`src/rtl/if_fetch_stage_pkg.sv`:
```
`default_nettype none
// ============================================================================
//  Package     : if_fetch_stage_pkg
//  Description : Shared widths, the NOP encoding and the fetch FSM state
//                encodings for the instruction-fetch stage.
//  Revision    : 1.0 - initial release
// ============================================================================
package if_fetch_stage_pkg;

  localparam int ADDRESS_LEN     = 32;
  localparam int INSTRUCTION_LEN = 32;

  localparam logic [INSTRUCTION_LEN-1:0] NOP_INSTRUCTION = 32'b0;

  // REQ   : fetch outstanding at pc
  // HOLD  : response captured while decode is frozen, no request
  // DRAIN : wrong-path fetch still outstanding, redirect target parked
  typedef enum logic [1:0] {
    IF_REQ   = 2'd0,
    IF_HOLD  = 2'd1,
    IF_DRAIN = 2'd2
  } if_state_e;

endpackage
`default_nettype wire

```
`src/rtl/if_fetch_stage_reg.sv`:
```
`default_nettype none
// ============================================================================
//  Module      : if_stage_reg
//  Description : IF/ID pipeline register. flush loads a bubble (PC kept,
//                NOP, valid=0), load copies the inputs, otherwise holds.
//  Revision    : 1.0 - initial release
//  Ports       : clk, rst (async, active-high)
//                i_load, i_flush          - register control (flush wins)
//                i_pc, i_instr, i_valid   - next IF/ID contents
//                o_pc, o_instr, o_valid   - registered IF/ID contents
// ============================================================================
module if_stage_reg
  import if_fetch_stage_pkg::*;
#(
  parameter int ADDR_W  = ADDRESS_LEN,
  parameter int INSTR_W = INSTRUCTION_LEN
) (
  input  logic               clk,
  input  logic               rst,
  input  logic               i_load,
  input  logic               i_flush,
  input  logic [ADDR_W-1:0]  i_pc,
  input  logic [INSTR_W-1:0] i_instr,
  input  logic               i_valid,
  output logic [ADDR_W-1:0]  o_pc,
  output logic [INSTR_W-1:0] o_instr,
  output logic               o_valid
);

  always_ff @(posedge clk or posedge rst) begin
    if (rst) begin
      o_pc    <= '0;
      o_instr <= INSTR_W'(NOP_INSTRUCTION);
      o_valid <= 1'b0;
    end else if (i_flush) begin
      // Bubble keeps the last PC so decode sees a stable PC field.
      o_instr <= INSTR_W'(NOP_INSTRUCTION);
      o_valid <= 1'b0;
    end else if (i_load) begin
      o_pc    <= i_pc;
      o_instr <= i_instr;
      o_valid <= i_valid;
    end
  end

endmodule
`default_nettype wire

```
`src/rtl/if_fetch_stage.sv`:
```
`default_nettype none
// ============================================================================
//  Module      : if_fetch_stage
//  Description : Instruction-fetch stage. Owns the PC and the IF/ID register,
//                fetches over a req/ready instruction-memory handshake,
//                honours the hazard freeze and redirects on branch_taken.
//  Revision    : 1.0 - initial release
//  Macro       : IF_FETCH_COUNT_EN - builds the delivered-instruction counter;
//                when undefined fetched_count is tied to 0.
//  Ports       : clk, rst (async, active-high)
//                freeze, branch_taken, branch_address - pipeline control
//                imem_req, imem_addr, imem_ready, imem_rdata - memory port
//                PC_out, Instruction_out, valid_out - IF/ID register
//                fetched_count - delivered-instruction count
// ============================================================================
module if_fetch_stage
  import if_fetch_stage_pkg::*;
#(
  parameter int                ADDR_W   = ADDRESS_LEN,
  parameter int                INSTR_W  = INSTRUCTION_LEN,
  parameter logic [ADDR_W-1:0] RESET_PC = '0
) (
  input  logic               clk,
  input  logic               rst,
  input  logic               freeze,
  input  logic               branch_taken,
  input  logic [ADDR_W-1:0]  branch_address,
  output logic               imem_req,
  output logic [ADDR_W-1:0]  imem_addr,
  input  logic               imem_ready,
  input  logic [INSTR_W-1:0] imem_rdata,
  output logic [ADDR_W-1:0]  PC_out,
  output logic [INSTR_W-1:0] Instruction_out,
  output logic               valid_out,
  output logic [31:0]        fetched_count
);

  if_state_e          r_state;
  logic [ADDR_W-1:0]  r_pc;
  logic [ADDR_W-1:0]  r_target;
  logic [INSTR_W-1:0] r_hold_buf;

  logic [ADDR_W-1:0]  w_pc_inc;
  logic [INSTR_W-1:0] w_ld_instr;
  logic               w_load;
  logic               w_flush;

  // Request is dropped only in HOLD; DRAIN keeps the old address up until
  // the wrong-path response arrives.
  assign imem_req  = ~rst & (r_state != IF_HOLD);
  assign imem_addr = r_pc;
  assign w_pc_inc  = r_pc + ADDR_W'(4);

  always_comb begin
    w_ld_instr = (r_state == IF_HOLD) ? r_hold_buf : imem_rdata;
    // A bubble enters on any redirect, during a drain, and while an
    // unfrozen fetch is still waiting.
    w_flush = branch_taken
            | (r_state == IF_DRAIN)
            | ((r_state == IF_REQ) & ~imem_ready & ~freeze);
    w_load  = ~branch_taken & ~freeze
            & (((r_state == IF_REQ) & imem_ready) | (r_state == IF_HOLD));
  end

  always_ff @(posedge clk or posedge rst) begin
    if (rst) begin
      r_state    <= IF_REQ;
      r_pc       <= RESET_PC;
      r_target   <= '0;
      r_hold_buf <= '0;
    end else begin
      case (r_state)
        IF_REQ: begin
          if (branch_taken) begin
            if (imem_ready) begin
              r_pc <= branch_address;
            end else begin
              r_target <= branch_address;
              r_state  <= IF_DRAIN;
            end
          end else if (imem_ready) begin
            if (freeze) begin
              r_hold_buf <= imem_rdata;
              r_state    <= IF_HOLD;
            end else begin
              r_pc <= w_pc_inc;
            end
          end
        end
        IF_HOLD: begin
          if (branch_taken) begin
            r_pc    <= branch_address;
            r_state <= IF_REQ;
          end else if (!freeze) begin
            r_pc    <= w_pc_inc;
            r_state <= IF_REQ;
          end
        end
        IF_DRAIN: begin
          // A branch arriving on the drain edge is the latest one and wins.
          if (imem_ready) begin
            r_pc    <= branch_taken ? branch_address : r_target;
            r_state <= IF_REQ;
          end else if (branch_taken) begin
            r_target <= branch_address;
          end
        end
        default: r_state <= IF_REQ;
      endcase
    end
  end

  if_stage_reg #(
    .ADDR_W  (ADDR_W),
    .INSTR_W (INSTR_W)
  ) u_if_id (
    .clk     (clk),
    .rst     (rst),
    .i_load  (w_load),
    .i_flush (w_flush),
    .i_pc    (w_pc_inc),
    .i_instr (w_ld_instr),
    .i_valid (1'b1),
    .o_pc    (PC_out),
    .o_instr (Instruction_out),
    .o_valid (valid_out)
  );

`ifdef IF_FETCH_COUNT_EN
  logic [31:0] r_fetched_count;

  always_ff @(posedge clk or posedge rst) begin
    if (rst) begin
      r_fetched_count <= 32'd0;
    end else if (w_load) begin
      r_fetched_count <= r_fetched_count + 32'd1;
    end
  end

  assign fetched_count = r_fetched_count;
`else
  assign fetched_count = 32'd0;
`endif

endmodule
`default_nettype wire

```
`config.mk`:
```
export PLATFORM = sky130hd
export DESIGN_NAME = if_fetch_stage
export DESIGN_NICKNAME = d
export VERILOG_FILES = /design/src/rtl/if_fetch_stage_pkg.sv /design/src/rtl/if_fetch_stage_reg.sv /design/src/rtl/if_fetch_stage.sv
export SDC_FILE = /design/constraint.sdc
export NUM_CORES = 1
export LEC_CHECK = 0
export ABC_AREA = 1
export ABC_CLOCK_PERIOD_IN_PS = 15090
export BUFFER_PORTS_ARGS = -buffer_cell sky130_fd_sc_hd__buf_4
export CAP_MARGIN = 20
export CORE_MARGIN = 2
export CORE_UTILIZATION = 25
export DETAILED_ROUTE_END_ITERATION = 8
export PLACE_DENSITY = 0.49
export SLEW_MARGIN = 20
export SYNTH_ARGS = -nofsm -noshare
export SYNTH_HDL_FRONTEND = slang
export SYNTH_SLANG_ARGS = --single-unit
```
`constraint.sdc`:
```
create_clock -name clk -period 15.09 [get_ports clk]
set_input_delay 3.018 -clock clk [delete_from_list [all_inputs] [get_ports clk]]
set_output_delay 3.018 -clock clk [all_outputs]
set_load 0.02 [all_outputs]
```
==> results.md <==
- Global-route wire length before repair: 38.6 mm
- Placeable Area: 33,300 sq um
- FMAX: 0.156 GHz
- Setup crit start kind: input pin
- Hpwl dp: 16.7 mm
- Leak pwr: 5.30 nW
- Iter 0 DRT Violations: 452
- Share of cells above drive strength 1: 0.212
- Unrepaired setup endpoints after global routing: false
- Asr flop ratio synth: 1.00
- Total CTS buffers: 17
- DR WL/cell: 14.5 microns
- Type of the most critical hold path: flip-flop to flip-flop
- Mean Syn Cell Area: 7.85 sq um
- Ant diodes: 0
- Yosys warnings: 0
- Overall Global Routing Usage: 0.141
- Antenna violations before repair: 0
- Number of max-cap violations: 0
- CP max FO: 2
- Routed vias: 7,036
- Largest net degree at the start of global routing: 96
- Root buf cell: clkbuf_16
- Slew @ Worst Pin: 1.05 ns
- Dpl cell area: 9840 sq um
- Sequential power share: 0.408
- Synth Register Bits: 163
- Synth cell types: 36
- Routability cong.: 0.821
- P_int: 0.951 mW
- Synth Cell Area: 8400 sq um
- Final Setup Violations: 0
- Final wirelength: 24.1 mm
- Min cycle time layout: 6.41 ns
- Vias per inst: 4.23
- CTS clk-pin slew, worst paths: 0.06 ns
- Post-placement cell count: 1,632
- Post-route cell area: 10,500 sq um
- Final Hold Viols: 0
- Worst Reg-to-Reg Cells: 9
- Cts repair resizes: 0
- Run status: finished clean
- Max-Slew Margin vs Limit: 0.295
- Gate Count Post-Synth: 1,069
- TritonCTS clock tree: yes
- Die H: 187 microns
- Critical path class: input pin to output port
- CP required: 12.07 ns
- Clock power share: 0.326
- Worst Slack Setup Final: 8.68 ns
- Post-synth EDFFs: 0
- Setup TNS: 0 ns
- IR drop worst, VDD: 72.6 uV
- DRT Pass-1 Iters: 6
- Setup crit end kind: output port
- Final Non-Filler Cells: 1,664
- Combinational Power Share: 0.267
- Grt ovf: 0
- H-tree levels: 4
- Final worst clock skew: 0.0149 ns
- Util after Layout: 0.314
- Via count of the first global-routing pass: 6,798
- CTS Sinks: 163
- Drt drc: 0
- Placement Setup Slack: 8.68 ns
- Worst skew pair latency: 0.44 ns
- Die W: 187 microns
- Final #Nets: 1,273
- Layout area overhead: 24.6%
- Seq/Total Area, Yosys: 0.486
- Setup slack, reg-to-reg: 12.36 ns
- Max clock buf depth: 2
- Switch Pwr: 0.506 mW
- Initial Util: 0.252
- Data arrival, critical path: 3.39 ns
- Sw frac: 0.347
- # IOs: 199
- Num rows: 67
- Port Buffers: 166
- Hold Path Depth: 2
- Hold-fix buffers, CTS: 0
- Total power: 1.46 mW
- Full die area: 35,100 sq um
- Max Slew Vio Count: 0
- Fin crit share: 0.425
- Hold slack: 0.480 ns
- Pwr/cell area: 139 nW/um^2
- Setup Fix Bufs, Post-CTS: 0
- Most common flop cell mapped by yosys: dfrtp_1
- Post-DRT Antenna Nets: 0
## power by group through the flow
stage	clock, mW	sequential, mW	combinational [mW]
6_report	0.475	0.594	0.389
5_1_grt	0.507	0.606	0.435
4_1_cts	0.491	0.594	0.396
3_5_place_dp	0	0.602	0.395
3_3_place_gp	0	0.600	0.391
2_1_floorplan	0	0.645	0.195
## routing by layer
metal | up-vias | global-route usage | wire (microns)
li1 | 3600 | - | -
met1 | 3241 | 0.187 | 11400
met2 | 178 | 0.224 | 10900
met3 | 17 | 0.0422 | 1530
met4 | 0 | 0.0372 | 269
met5 | - | 0 | 0
## sequential cells by signal, indices dropped and copies added, names as in the netlist
name and cells:
imem_addr 32, r_hold_buf 32, r_state 2, r_target 32
u_if_id.o_instr 32, u_if_id.o_pc 32, u_if_id.o_valid 1
## critical path, stage by stage
cell and delay [ns]:
buf_4 0.13, nor2_1 0.10, buf_4 0.14
## cell usage in the layout, fill, tap and decap left out, drive strengths merged
cell / synthesis / layout
nand3b: 4 / 4
conb: 1 / 32
buf: 69 / 172
clkinv: 0 / 7
and2: 2 / 2
a31oi: 6 / 6
o21a: 1 / 1
nor2: 76 / 76
ha: 1 / 1
nand3: 56 / 56
a21oi: 39 / 39
nand2: 321 / 321
o21ai: 174 / 174
mux2: 3 / 3
nand4: 1 / 1
clkbuf: 19 / 17
bufinv: 0 / 4
inv: 109 / 112
xnor2: 3 / 3
xor2: 11 / 11
a22oi: 1 / 1
dfrtp: 163 / 163
o21bai: 1 / 1
clkinvlp: 0 / 1
o22ai: 4 / 4
o211ai: 4 / 4
## final cells by class
type                       instances  area (sq um)
clock inverter                    15           204
clock buffer                      17           425
tap                              448           561
multi-input combinational        740          3490
fill                            3625         22800
sequential                       163          4080
inverter                         109           417
timing repair buffer             172          1290
## cells by family after synthesis
| group | share of synthesized area |
|---|---|
| AOI/OAI and AO/OA | 0.154 |
| DFF | 0.486 |
| buffers and inverters | 0.115 |
| other | 0.000447 |
| adders and majority gates | 0.00149 |
| xor gates and xnor gates | 0.0146 |
| and+or+nand+nor | 0.225 |
| muxes | 0.00402 |
## final timing paths
path	from	end
max in group asynchronous	rst	u_if_id.o_pc[26]$_DFFE_PP0P_
min in group asynchronous	rst	u_if_id.o_instr[4]$_DFFE_PP0P_
hold / removal	u_if_id.o_pc[21]$_DFFE_PP0P_	u_if_id.o_pc[21]$_DFFE_PP0P_
setup reg to reg	r_state[1]$_DFFE_PP0P_	imem_addr[15]$_DFFE_PP0P_
hold reg to reg	u_if_id.o_pc[21]$_DFFE_PP0P_	u_if_id.o_pc[21]$_DFFE_PP0P_
setup / recovery	rst	imem_req
## cells in the mapped netlist, types with 3 or more instances
| cell type | instances | share of area |
|---|---|---|
| o21ai_2 | 4 | 0.0042 |
| nand2_2 | 4 | 0.0030 |
| xor2_1 | 11 | 0.011 |
| a31oi_1 | 5 | 0.0037 |
| a21oi_1 | 17 | 0.010 |
| buf_6 | 7 | 0.0094 |
| o21ai_0 | 105 | 0.063 |
| buf_4 | 38 | 0.034 |
| nor2_4 | 5 | 0.0067 |
| o21ai_1 | 65 | 0.039 |
| o211ai_1 | 4 | 0.0036 |
| dfrtp_1 | 163 | 0.49 |
| a21oi_2 | 22 | 0.023 |
| nand3b_1 | 4 | 0.0036 |
| nor2_1 | 66 | 0.030 |
| nand3_1 | 56 | 0.033 |
| inv_1 | 104 | 0.046 |
| o22ai_1 | 4 | 0.0030 |
| clkbuf_1 | 18 | 0.0080 |
| nand2_1 | 317 | 0.14 |
| buf_2 | 22 | 0.013 |
| inv_2 | 4 | 0.0018 |
| nor2_2 | 5 | 0.0037 |
| mux2_2 | 3 | 0.0040 |
| xnor2_1 | 3 | 0.0031 |
No activity file was read; power rests on OpenSTA's default activity.
